==> src/rtl/uart_tx_engine_if.sv <==
// UART TX FIFO read port between the TX FIFO and the transmit engine.
// master = engine (pops), slave = FIFO (supplies registered data).
interface uart_tx_engine_if;
  logic       fifo_empty;
  logic [7:0] fifo_data;
  logic       fifo_read;

  modport master (
    input  fifo_empty,
    input  fifo_data,
    output fifo_read
  );

  modport slave (
    output fifo_empty,
    output fifo_data,
    input  fifo_read
  );
endinterface

==> src/rtl/uart_tx_engine.sv <==
// UART transmit engine: pops the TX FIFO, frames start/data/stop.
// Optional parity bit is built when UART_TX_PARITY_EN is defined.
module uart_tx_engine #(
  parameter int DATA_BITS = 8,
  parameter int DIV_W     = 16
) (
  input  logic             clk,
  input  logic             rst_n,
  input  logic             tx_en,
  input  logic [DIV_W-1:0] baud_div,
  input  logic             stop2,
`ifdef UART_TX_PARITY_EN
  input  logic             parity_en,
  input  logic             parity_odd,
`endif
  uart_tx_engine_if.master fifo,
  output logic             tx,
  output logic             tx_busy,
  output logic             tx_done
);

  localparam logic [2:0] IDLE   = 3'd0;
  localparam logic [2:0] FETCH  = 3'd1;
  localparam logic [2:0] START  = 3'd2;
  localparam logic [2:0] DATA   = 3'd3;
  localparam logic [2:0] PARITY = 3'd4;
  localparam logic [2:0] STOP   = 3'd5;

  localparam logic [2:0] LAST_BIT = 3'(DATA_BITS - 1);

  logic [2:0]           state;
  logic [DIV_W-1:0]     cnt;
  logic [DIV_W-1:0]     div_q;
  logic [DIV_W-1:0]     div_in;
  logic [DATA_BITS-1:0] shift_reg;
  logic [2:0]           bit_idx;
  logic                 stop2_q;
  logic                 stop_idx;
  logic                 bit_end;
  logic                 go_par;
  logic                 par_bit;

`ifdef UART_TX_PARITY_EN
  logic                 par_en_q;
  logic                 par_q;

  assign go_par  = par_en_q;
  assign par_bit = par_q;
`else
  assign go_par  = 1'b0;
  assign par_bit = 1'b1;
`endif

  assign div_in  = (baud_div == '0) ? DIV_W'(1) : baud_div;
  assign bit_end = (cnt == '0);

  assign fifo.fifo_read = rst_n && (state == IDLE) &&
                          tx_en && !fifo.fifo_empty;

  assign tx_busy = (state != IDLE) || fifo.fifo_read;

  assign tx_done = (state == STOP) && bit_end &&
                   (!stop2_q || stop_idx);

`ifdef UART_TX_PARITY_EN
  // Frame parity config and bit, captured with the byte.
  always_ff @(posedge clk or negedge rst_n) begin
    if (!rst_n) begin
      par_en_q <= 1'b0;
      par_q    <= 1'b0;
    end else if (state == FETCH) begin
      par_en_q <= parity_en;
      par_q    <= (^fifo.fifo_data[DATA_BITS-1:0]) ^ parity_odd;
    end
  end
`endif

  // Frame sequencer: state, bit timer, shifter and registered tx.
  always_ff @(posedge clk or negedge rst_n) begin
    if (!rst_n) begin
      state     <= IDLE;
      cnt       <= '0;
      div_q     <= '0;
      shift_reg <= '0;
      bit_idx   <= '0;
      stop2_q   <= 1'b0;
      stop_idx  <= 1'b0;
      tx        <= 1'b1;
    end else begin
      unique case (1'b1)
        (state == IDLE): begin
          tx <= 1'b1;
          if (fifo.fifo_read) state <= FETCH;
        end
        (state == FETCH): begin
          shift_reg <= fifo.fifo_data[DATA_BITS-1:0];
          div_q     <= div_in;
          stop2_q   <= stop2;
          cnt       <= div_in - 1'b1;
          tx        <= 1'b0;
          state     <= START;
        end
        (state == START): begin
          if (bit_end) begin
            cnt     <= div_q - 1'b1;
            bit_idx <= '0;
            tx      <= shift_reg[0];
            state   <= DATA;
          end else begin
            cnt <= cnt - 1'b1;
          end
        end
        (state == DATA): begin
          if (bit_end) begin
            cnt <= div_q - 1'b1;
            if (bit_idx == LAST_BIT) begin
              bit_idx  <= '0;
              stop_idx <= 1'b0;
              if (go_par) begin
                tx    <= par_bit;
                state <= PARITY;
              end else begin
                tx    <= 1'b1;
                state <= STOP;
              end
            end else begin
              bit_idx   <= bit_idx + 1'b1;
              shift_reg <= shift_reg >> 1;
              tx        <= shift_reg[1];
            end
          end else begin
            cnt <= cnt - 1'b1;
          end
        end
        (state == PARITY): begin
          if (bit_end) begin
            cnt      <= div_q - 1'b1;
            stop_idx <= 1'b0;
            tx       <= 1'b1;
            state    <= STOP;
          end else begin
            cnt <= cnt - 1'b1;
          end
        end
        (state == STOP): begin
          tx <= 1'b1;
          if (bit_end) begin
            if (stop2_q && !stop_idx) begin
              stop_idx <= 1'b1;
              cnt      <= div_q - 1'b1;
            end else begin
              stop_idx <= 1'b0;
              state    <= IDLE;
            end
          end else begin
            cnt <= cnt - 1'b1;
          end
        end
        default: begin
          tx    <= 1'b1;
          state <= IDLE;
        end
      endcase
    end
  end

endmodule

==> src/flat_wrapper.sv <==
// flat-port wrapper written by rule: the top's interface ports become plain ports
module uart_tx_engine_flat 
#(
  parameter int DATA_BITS = 8,
  parameter int DIV_W     = 16
)
  (clk, rst_n, tx_en, baud_div, stop2, tx, tx_busy, tx_done, fifo_fifo_empty, fifo_fifo_data, fifo_fifo_read);
  uart_tx_engine_if fifo_i ();
  input  logic clk;
  input  logic rst_n;
  input  logic tx_en;
  input  logic [DIV_W-1:0] baud_div;
  input  logic stop2;
  output logic tx;
  output logic tx_busy;
  output logic tx_done;
  input wire logic [$bits(fifo_i.fifo_empty)-1:0] fifo_fifo_empty;
  input wire logic [$bits(fifo_i.fifo_data)-1:0] fifo_fifo_data;
  output wire logic [$bits(fifo_i.fifo_read)-1:0] fifo_fifo_read;
  assign fifo_i.fifo_empty = fifo_fifo_empty;
  assign fifo_i.fifo_data = fifo_fifo_data;
  assign fifo_fifo_read = fifo_i.fifo_read;
  uart_tx_engine #(.DATA_BITS(DATA_BITS), .DIV_W(DIV_W)) u_core (.clk(clk), .rst_n(rst_n), .tx_en(tx_en), .baud_div(baud_div), .stop2(stop2), .fifo(fifo_i), .tx(tx), .tx_busy(tx_busy), .tx_done(tx_done));
endmodule
==> config.mk <==
export PLATFORM = sky130hd
export DESIGN_NAME = uart_tx_engine_flat
export DESIGN_NICKNAME = d
export VERILOG_FILES = /design/src/rtl/uart_tx_engine_if.sv /design/src/rtl/uart_tx_engine.sv /design/src/flat_wrapper.sv
export SDC_FILE = /design/constraint.sdc
export NUM_CORES = 1
export LEC_CHECK = 0
export ABC_AREA = 1
export CAP_MARGIN = 30
export CORE_MARGIN = 2
export CORE_UTILIZATION = 40
export CTS_BUF_LIST = sky130_fd_sc_hd__clkbuf_4
export DETAILED_ROUTE_END_ITERATION = 8
export HOLD_SLACK_MARGIN = 0.03
export PLACE_DENSITY = 0.66
export RECOVER_POWER = 25
export SKIP_CTS_REPAIR_TIMING = 1
export SYNTH_ARGS = -nofsm -noshare
export SYNTH_HDL_FRONTEND = slang
export SYNTH_SLANG_ARGS = --single-unit
==> constraint.sdc <==
create_clock -name clk -period 3.5 [get_ports clk]
set_input_delay 0.7 -clock clk [delete_from_list [all_inputs] [get_ports clk]]
set_output_delay 0.7 -clock clk [all_outputs]
set_load 0.005 [all_outputs]
==> metrics.csv <==
metric,value,unit
finalCritPeriodShare,87.15,%
fmax,327.9,MHz
fp-row-count,31,
cts_tree,built,
grt_antenna_before_repair,0,
pwr-share-comb,57.6,%
final_nets,476,
drt-initial-drc-count,164,
synth_top_family_by_area,simple AND/OR/NAND/NOR gates,
cts_buffer_depth,2,
crit_type,flop to output pin,
route.detailed.drc,0,
yosys.area_share.adder,1.225,%
violations,"capacitance limit, slew limit",
portBuffers,32,
critPathLaunchType,flop,
layout_common_cells,"nand2_1 (106), inv_1 (48), dfrtp_1 (48), nand3_1 (36), nor2_1 (33)",
synth_xor_area_share,1.143,%
cts_root_buffer,clkbuf_4,
antenna_left,0,
worst_pin_slew,2.614,ns
synth_cell_types,38,
netlist_instances,412,
grt_max_degree,50,
skew,0.01113,ns
p_int,1631,uW
leakagePower,0.001636,uW
muxShareOfSynthArea,0,%
synth_warnings,0,
fin_tns_setup,0,ns
synthSimpleGateAreaFrac,37.89,%
grt_pass1_vias,2558,
cap_violations,1,
avgSynthCellArea,7.437,um^2
cts_buffers,5,
wirelength,7300,um
rsz0062_at_grt,false,
status,finished with violations,
setup-violations-final,0,
die-area,8377,um^2
rr_worst_depth,15,
core_area,7331,um^2
powerDensity,910.9,nW/um^2
drt_pass1_iterations,4,
cts_sinks,49,
via_per_inst,5.007,
required,2.80,ns
syn_to_final_growth,15.19,%
die_y,91.53,um
stdcell_count,544,
whs_path_depth,2,
synth_compound_area_share,10.49,%
ys_ff_latch,49,
finalHoldViolCount,0,
finalWeightedCongestion,0.8959,
grt_overflow,0,
maxSlewHeadroom,-74.26,%
p_seq_share,31.7,%
dp.cells,536,
clkLatencyLatePin,0.37,ns
final_util,48.15,%
crit_path_max_fanout,7,
vdd_drop_max,345.0,uV
slew_violations,50,
layout-drive-gt1-share,12.58,%
sw_frac_of_total,49.26,%
antennaDiodeCount,0,
grt_pass1_wl,12120,um
initial_core_util,41.80,%
die_w,91.53,um
min_path_type,flop to flop,
p_switching,1584,uW
htree_levels,2,
num_vias,2724,
p_clk_share,10.7,%
synth_area,3064,um^2
fin_crit,3.050,ns
end_kind,output pin,
arrival,2.35,ns
p_total,3215,uW
dp_hpwl,5322,um
gr-usage-all-layers,17.94,%
io_pins,33,
layout_commonest_cell,nand2_1,
seq_area_frac_synth,40.06,%
path_clk_slew,0.13,ns
wl_per_cell,13.42,um
synth.net_count,444,
==> Yosys cell counts <==
| cell type | instances | area [um^2] |
|---|---|---|
| nand2_1 | 106 | 397.9 |
| dfrtp_1 | 48 | 1201 |
| inv_1 | 48 | 180.2 |
| nand3_1 | 36 | 180.2 |
| nor2_1 | 33 | 123.9 |
| o21ai_0 | 32 | 160.2 |
| nand2_2 | 16 | 100.1 |
| nor2_2 | 9 | 56.30 |
| nand3b_1 | 8 | 60.06 |
| nand4_1 | 8 | 50.05 |
| o21ai_1 | 7 | 35.03 |
| a21oi_1 | 6 | 30.03 |
| nand2_4 | 6 | 67.56 |
| o211ai_1 | 6 | 45.04 |
| buf_2 | 4 | 20.02 |
| clkbuf_1 | 4 | 15.01 |
| a31oi_1 | 3 | 18.77 |
| ha_1 | 3 | 37.54 |
| nand3_2 | 3 | 30.03 |
| nor2_4 | 3 | 33.78 |
| xnor2_1 | 3 | 26.28 |
| buf_4 | 2 | 15.01 |
| inv_2 | 2 | 7.510 |
| nor3_1 | 2 | 10.01 |
| a21oi_2 | 1 | 8.760 |
| a41oi_1 | 1 | 8.760 |
| buf_12 | 1 | 20.02 |
| buf_8 | 1 | 15.01 |
| dfstp_2 | 1 | 26.28 |
| inv_6 | 1 | 8.760 |
| nand2_8 | 1 | 20.02 |
| nand3b_2 | 1 | 11.26 |
| nor3b_1 | 1 | 7.510 |
| nor4_1 | 1 | 6.260 |
| o2111ai_1 | 1 | 8.760 |
| o22ai_1 | 1 | 6.260 |
| or2_2 | 1 | 6.260 |
| xor2_1 | 1 | 8.760 |
==> per-layer routing <==
layer	track usage [%]	part of all wire, %	vias to the layer above
li1	-	-	1398
met1	26.11	50	1267
met2	26.84	44	49
met3	3.402	4.3	10
met4	5.682	1.6	0
met5	0	0	-
==> area by class of cell <==
cell class              count  area (um^2)
inverters                  51        196.4
repair buffers             37        347.8
fillers                   751         3801
clock inverters             2        33.78
multi-input cells         300         1555
well taps                  99        123.9
flip-flops and latches     49         1227
clock buffers               6        45.04
==> critical path, cell delays in order, from the launching register on <==
cell and delay [ns]:
dfrtp_1 0.44, nor2_1 0.11, nand2_1 0.07, nor2_2 0.26, nand2_1 0.23, inv_1 0.18, nand3_1 0.13, inv_1 0.08
clkdlybuf4s50_1 0.49
==> cells by family after synthesis <==
| group | after synthesis |
|---|---|
| buffers and inverters | 63 |
| XOR/XNOR | 4 |
| adder cells (fa/ha/maj) | 3 |
| flip-flops | 49 |
| AND/OR/NAND/NOR | 235 |
| AO/OA/AOI/OAI | 58 |
==> power by group through the flow <==
| stage | combinational [uW] | clock, uW | sequential, uW |
|---|---|---|---|
| after CTS | 1860 | 348 | 1020 |
| after floorplan | 1530 | 0 | 977 |
| after detailed placement | 1850 | 0 | 1030 |
| after global placement | 1810 | 0 | 1020 |
| final | 1850 | 344 | 1020 |
| after global routing | 2100 | 374 | 1050 |
==> through the flow <==
| stage | cell area (um^2) | setup slack [ns] | hold slack [ns] |
|---|---|---|---|
| finish | 3530 | 0.4499 | 0.5050 |
| global route | 3530 | 0.1574 | 0.5412 |
| CTS | 3535 | 0.4134 | 0.4623 |
| detailed placement | 3456 | 0.7025 | 0.4738 |
| global placement | 3456 | 0.7516 | 0.4611 |
| floorplan | 3064 | 1.392 | 0.4044 |
==> worst paths after layout <==
| path | startpoint | slack, ns | endpoint |
|---|---|---|---|
| min in group asynchronous | rst_n | 1.28 | u_core.state[2]$_DFFE_PN0P_ |
| hold reg to reg | u_core.div_q[8]$_DFFE_PN0P_ | 0.50 | u_core.div_q[8]$_DFFE_PN0P_ |
| setup reg to reg | u_core.state[2]$_DFFE_PN0P_ | 0.98 | u_core.cnt[12]$_DFFE_PN0P_ |
| max in group asynchronous | rst_n | 0.74 | u_core.div_q[10]$_DFFE_PN0P_ |
| hold / removal | u_core.div_q[8]$_DFFE_PN0P_ | 0.50 | u_core.div_q[8]$_DFFE_PN0P_ |
| setup / recovery | u_core.cnt[6]$_DFFE_PN0P_ | 0.45 | tx_done |
No activity file was read; power rests on OpenSTA's default activity.
